==> config.mk <==
export PLATFORM = sky130hd
export DESIGN_NAME = alu_pipe
export DESIGN_NICKNAME = d
export VERILOG_FILES = /design/src/rtl/alu_pipe.sv
export SDC_FILE = /design/constraint.sdc
export NUM_CORES = 1
export LEC_CHECK = 0
export ABC_CLOCK_PERIOD_IN_PS = 5650
export CAP_MARGIN = 40
export CORE_ASPECT_RATIO = 0.5
export CORE_MARGIN = 5
export CORE_UTILIZATION = 65
export CTS_CLUSTER_DIAMETER = 40
export DETAILED_ROUTE_END_ITERATION = 16
export PLACE_DENSITY = 0.87
export SKIP_CTS_REPAIR_TIMING = 1
export SYNTH_ARGS = -nofsm -noshare
export SYNTH_HDL_FRONTEND = slang
export SYNTH_SLANG_ARGS = --single-unit
export TNS_END_PERCENT = 100
==> constraint.sdc <==
create_clock -name in_clock -period 5.65 [get_ports in_clock]
set_input_delay 0.8475 -clock in_clock [delete_from_list [all_inputs] [get_ports in_clock]]
set_output_delay 0.8475 -clock in_clock [all_outputs]
set_load 0.02 [all_outputs]
==> src/rtl/alu_pipe.sv <==
// Pipelined ALU with valid/ready handshakes on both sides, registered result and
// {N,Z,C,V} flags, optional signed saturation and an iterative shift-add multiplier.
module alu_pipe #(
  parameter int WIDTH    = 8,
  parameter bit SAT_MODE = 1'b0
) (
  input  logic             in_clock,
  input  logic             in_reset_n,
  input  logic             in_valid,
  output logic             out_ready,
  input  logic [WIDTH-1:0] in_lhs,
  input  logic [WIDTH-1:0] in_rhs,
  input  logic [2:0]       in_function,
  output logic             out_valid,
  input  logic             in_result_ready,
  output logic [WIDTH-1:0] out_result,
  output logic [3:0]       out_flags
);

  localparam int SW = $clog2(WIDTH);

  localparam logic [2:0] OP_ADD = 3'b000;
  localparam logic [2:0] OP_SUB = 3'b001;
  localparam logic [2:0] OP_AND = 3'b010;
  localparam logic [2:0] OP_OR  = 3'b011;
  localparam logic [2:0] OP_XOR = 3'b100;
  localparam logic [2:0] OP_SHL = 3'b101;
  localparam logic [2:0] OP_SHR = 3'b110;
  localparam logic [2:0] OP_MUL = 3'b111;

  typedef enum logic {IDLE, MUL} state_t;

  state_t               state_reg;
  logic [2*WIDTH-1:0]   mcand_reg;
  logic [2*WIDTH-1:0]   prod_reg;
  logic [WIDTH-1:0]     mplier_reg;
  logic [SW-1:0]        count_reg;
  logic [2*WIDTH-1:0]   prod_next;

  logic [WIDTH:0]       add_full;
  logic [WIDTH:0]       sub_full;
  logic [WIDTH:0]       shl_full;
  logic [SW-1:0]        shamt;
  logic [WIDTH-1:0]     alu_res;
  logic                 alu_c;
  logic                 alu_v;

  assign out_ready = in_reset_n && (state_reg == IDLE) && (!out_valid || in_result_ready);

  always_comb begin
    shamt    = in_rhs[SW-1:0];
    add_full = {1'b0, in_lhs} + {1'b0, in_rhs};
    // Adding the two's complement of rhs leaves carry set exactly when lhs >= rhs.
    sub_full = {1'b0, in_lhs} + {1'b0, ~in_rhs} + (WIDTH+1)'(1);
    shl_full = {1'b0, in_lhs} << shamt;
    alu_res  = '0;
    alu_c    = 1'b0;
    alu_v    = 1'b0;
    case (in_function)
      OP_ADD: begin
        alu_res = add_full[WIDTH-1:0];
        alu_c   = add_full[WIDTH];
        alu_v   = (in_lhs[WIDTH-1] == in_rhs[WIDTH-1]) && (alu_res[WIDTH-1] != in_lhs[WIDTH-1]);
      end
      OP_SUB: begin
        alu_res = sub_full[WIDTH-1:0];
        alu_c   = sub_full[WIDTH];
        alu_v   = (in_lhs[WIDTH-1] != in_rhs[WIDTH-1]) && (alu_res[WIDTH-1] != in_lhs[WIDTH-1]);
      end
      OP_AND: alu_res = in_lhs & in_rhs;
      OP_OR:  alu_res = in_lhs | in_rhs;
      OP_XOR: alu_res = in_lhs ^ in_rhs;
      OP_SHL: begin
        alu_res = shl_full[WIDTH-1:0];
        alu_c   = shl_full[WIDTH];
      end
      OP_SHR: alu_res = in_lhs >> shamt;
      default: alu_res = '0;
    endcase
    // Overflow direction follows the lhs sign for both ADD and SUB.
    if (SAT_MODE && alu_v) begin
      alu_res = in_lhs[WIDTH-1] ? {1'b1, {(WIDTH-1){1'b0}}} : {1'b0, {(WIDTH-1){1'b1}}};
    end
  end

  assign prod_next = prod_reg + (mplier_reg[0] ? mcand_reg : '0);

  always_ff @(posedge in_clock or negedge in_reset_n) begin
    if (!in_reset_n) begin
      state_reg  <= IDLE;
      mcand_reg  <= '0;
      prod_reg   <= '0;
      mplier_reg <= '0;
      count_reg  <= '0;
      out_valid  <= 1'b0;
      out_result <= '0;
      out_flags  <= '0;
    end else begin
      case (state_reg)
        IDLE: begin
          if (out_valid && in_result_ready) begin
            out_valid <= 1'b0;
          end
          if (in_valid && out_ready) begin
            if (in_function == OP_MUL) begin
              state_reg  <= MUL;
              mcand_reg  <= {{WIDTH{1'b0}}, in_lhs};
              mplier_reg <= in_rhs;
              prod_reg   <= '0;
              count_reg  <= '0;
              out_valid  <= 1'b0;
            end else begin
              out_valid  <= 1'b1;
              out_result <= alu_res;
              out_flags  <= {alu_res[WIDTH-1], alu_res == '0, alu_c, alu_v};
            end
          end
        end
        MUL: begin
          prod_reg   <= prod_next;
          mcand_reg  <= mcand_reg << 1;
          mplier_reg <= mplier_reg >> 1;
          count_reg  <= count_reg + SW'(1);
          if (count_reg == SW'(WIDTH-1)) begin
            state_reg  <= IDLE;
            out_valid  <= 1'b1;
            out_result <= prod_next[WIDTH-1:0];
            out_flags  <= {prod_next[WIDTH-1], prod_next[WIDTH-1:0] == '0, 1'b0,
                           |prod_next[2*WIDTH-1:WIDTH]};
          end
        end
        default: state_reg <= IDLE;
      endcase
    end
  end

endmodule

==> impl_metrics.csv <==
group,metric,value,unit
global_route,grt_usage,28.6,%
yosys,postSynthCellCount,606,
cts,cts.sinks,56,
sta,period_share,66.6,%
yosys,ys_ff_latch,56,
detailed_routing,vias,4704,
floorplan,die_y,71.6,um
sta,max_freq,0.266,GHz
yosys,synth-simple-area-share,19.4,%
yosys,synthTopCellsByCount,"nand2_1, dfrtp_1, o21ai_0, nor2_1, ha_1",
yosys,synth_top_family_by_area,"compound AO/OA/AOI/OAI gates",
power,pwr_density_cell,338,nW/um^2
floorplan,io_pins,37,
cts,clk_path_buf_depth,2,
global_route,grt_pass1_wl,22.2,mm
yosys,async_flop_share,100,%
cells_and_area,area_delta_synth_final,11.0,%
placed_design,io_buffers,36,
setup_path,cp.required,5.83,ns
worst_hold_path,hold_path_depth,2,
floorplan,rows,22,
setup_path,cp_data_arrival_time,3.95,ns
yosys,synth_xor_area_share,2.49,%
yosys,synth_area,4930,sq um
cts,clkSlewWorstSetupHoldPaths,0.07,ns
global_route,antenna_found_initial,0,
yosys,yosys.cell_count.top_type,"nand2_1",
power,ir_drop,0.209,mV
cts,cts_made_buffers,5,
sta,slew_headroom,43.6,%
sta,slew_viol_final,0,
yosys,yosysTopAreaCellShare,28.4,%
yosys,synth-seq-area-share,28.4,%
yosys,synth.area.mux_share,6.95,%
cts,cts_tree,"built",
cts,clock-root-buffer,"clkbuf_16",
cells_and_area,nFillCells,541,
setup_path,critPathMaxFanout,11,
yosys,synth_nets,674,
setup_path,crit_path_start_kind,"primary input",
yosys,yosys_warnings,0,
placed_design,placed_cell_area,5330,sq um
yosys,synth_flop_cell,"dfrtp_1",
yosys,avgSynthCellArea,8.14,sq um
floorplan,die_area,9540,sq um
sta,timing.setup.tns,0,ns
sta,worstMarginPinSlew,0.841,ns
worst_hold_path,hp-class,"reg -> reg",
yosys,synth-edff-count,0,
yosys,synthAdderAreaFrac,11.9,%
floorplan,core,7350,sq um
cells_and_area,nNetsFinal,691,
setup_path,reg2reg_depth,10,
global_route,gr-total-overflow,0,
global_route,grt_pass1_vias,4386,
placed_design,place_hpwl,10.0,mm
floorplan,die_x,133,um
setup_path,endpoint_kind,"flop",
detailed_routing,vias_per_cell,6.54,
sta,hold_viol_final,0,
detailed_routing,drc,0,
yosys,synth-compound-area-share,25.5,%
cells_and_area,antenna_cells,0,
detailed_routing,avgRoutedWirePerCell,18.8,um
power,p_leak,2.54,nW
setup_path,crit_type,"in -> reg",
detailed_routing,first_pass_iters,7,
job,maxCapViolCount,0,
placed_design,place.gp.congestion,1.01,
cells_and_area,drive_gt1_share,6.10,%
cells_and_area,fin_area,5480,sq um
cts,clk_latency,0.29,ns
detailed_routing,postRouteAntennaNets,0,
sta,setup_violations,0,
detailed_routing,drt-initial-drc-count,575,
floorplan,initial_utilization,67.1,%
run_status,status,"completed",
cts,htree_levels,2,
global_route,grt_max_degree,74,
sta,rsz0062_at_grt,"false",
yosys,ys_types,69,
yosys,synth.area.top_cells,"dfrtp_1, ha_1, nand2_1",
yosys,yosysTopAreaCell,"dfrtp_1",
detailed_routing,drt-total-wl,13.5,mm
sta,finClkSkew,0.00373,ns
sta,min_period,3.76,ns
## placed cells by master (no fill, tap or decap), types with 4 or more instances in the layout
cell type and n:
a21oi_1 37, dfrtp_1 55, a211oi_1 17, nand2b_1 5, nand2_1 76, buf_4 6, o2111ai_1 4, and2_1 17
mux2i_1 23, o21bai_1 8, o22ai_1 4, a2111oi_0 5, xnor2_1 6, nor3_1 10, ha_1 42, inv_1 29
o21ai_0 56, a221oi_1 6, o211ai_1 4, clkbuf_16 5, and3_1 7, or2_2 4, xor2_1 8, a221o_1 5
nor2_1 47, nor2b_1 5, mux2_2 4, nand3_1 17, a21o_1 5, clkdlybuf4s50_1 35
## worst max-delay path, cell delays in order
cell and delay (ns):
clkdlybuf4s50_1 0.67, inv_1 0.20, ha_1 0.48, nor3_1 0.10, a2111oi_0 0.52, buf_1 0.24
o21a_1 0.16, a31oi_1 0.05, xor2_1 0.22, o21ai_0 0.10, o41ai_1 0.36
## stage by stage
stage	total power, W	util, %	instances	hold WS, ns	setup WS [ns]
3_5_place_dp	0.00153	72.6	711	0.474	1.73
3_3_place_gp	0.00150	72.3	709	0.464	1.55
2_1_floorplan	0.00125	-	606	0.453	2.35
6_report	0.00185	74.5	719	0.489	1.89
4_1_cts	0.00183	74.4	718	0.489	1.92
5_1_grt	0.00198	74.5	719	0.513	1.56
## power by group
| part | internal (W) | switching (W) |
|---|---|---|
| clock network | 0.000161 | 0.000137 |
| registers | 0.000548 | 0.000106 |
| logic | 0.000358 | 0.000538 |
## layout make-up
cell class / instances / area, sq um / share of cell area (%)
multi-input combinational: 483 / 3270 / 59.7
sequential: 56 / 1400 / 25.6
timing repair buffer: 45 / 429 / 7.84
clock buffer: 5 / 125 / 2.28
inverter: 32 / 120 / 2.19
tap: 96 / 120 / 2.19
clock inverter: 2 / 12.5 / 0.228
## worst paths after layout
kind | slack, ns | start | end
max in group asynchronous | 4.43 | in_reset_n | state_reg
setup reg to reg | 1.90 | mplier_reg[0] | out_flags[0]
hold reg to reg | 0.49 | out_result[0] | out_result[0]
hold / removal | 0.49 | out_result[0] | out_result[0]
setup / recovery | 1.89 | in_rhs[2] | out_flags[2]
min in group asynchronous | 0.71 | in_reset_n | out_result[1]
## cells by family after synthesis
family | after synthesis
DFF | 56
AOI/OAI and AO/OA | 189
buffers and inverters | 67
xor gates and xnor gates | 14
muxes | 30
and+or+nand+nor | 205
adders and majority gates | 45
## layer usage
layer / global-route usage, % / routed length, um
met5: 0 / 0
met4: 8.44 / 282
met3: 3.51 / 1060
met2: 44.4 / 5920
met1: 42.4 / 6220
(Power assumes the default switching activity.)
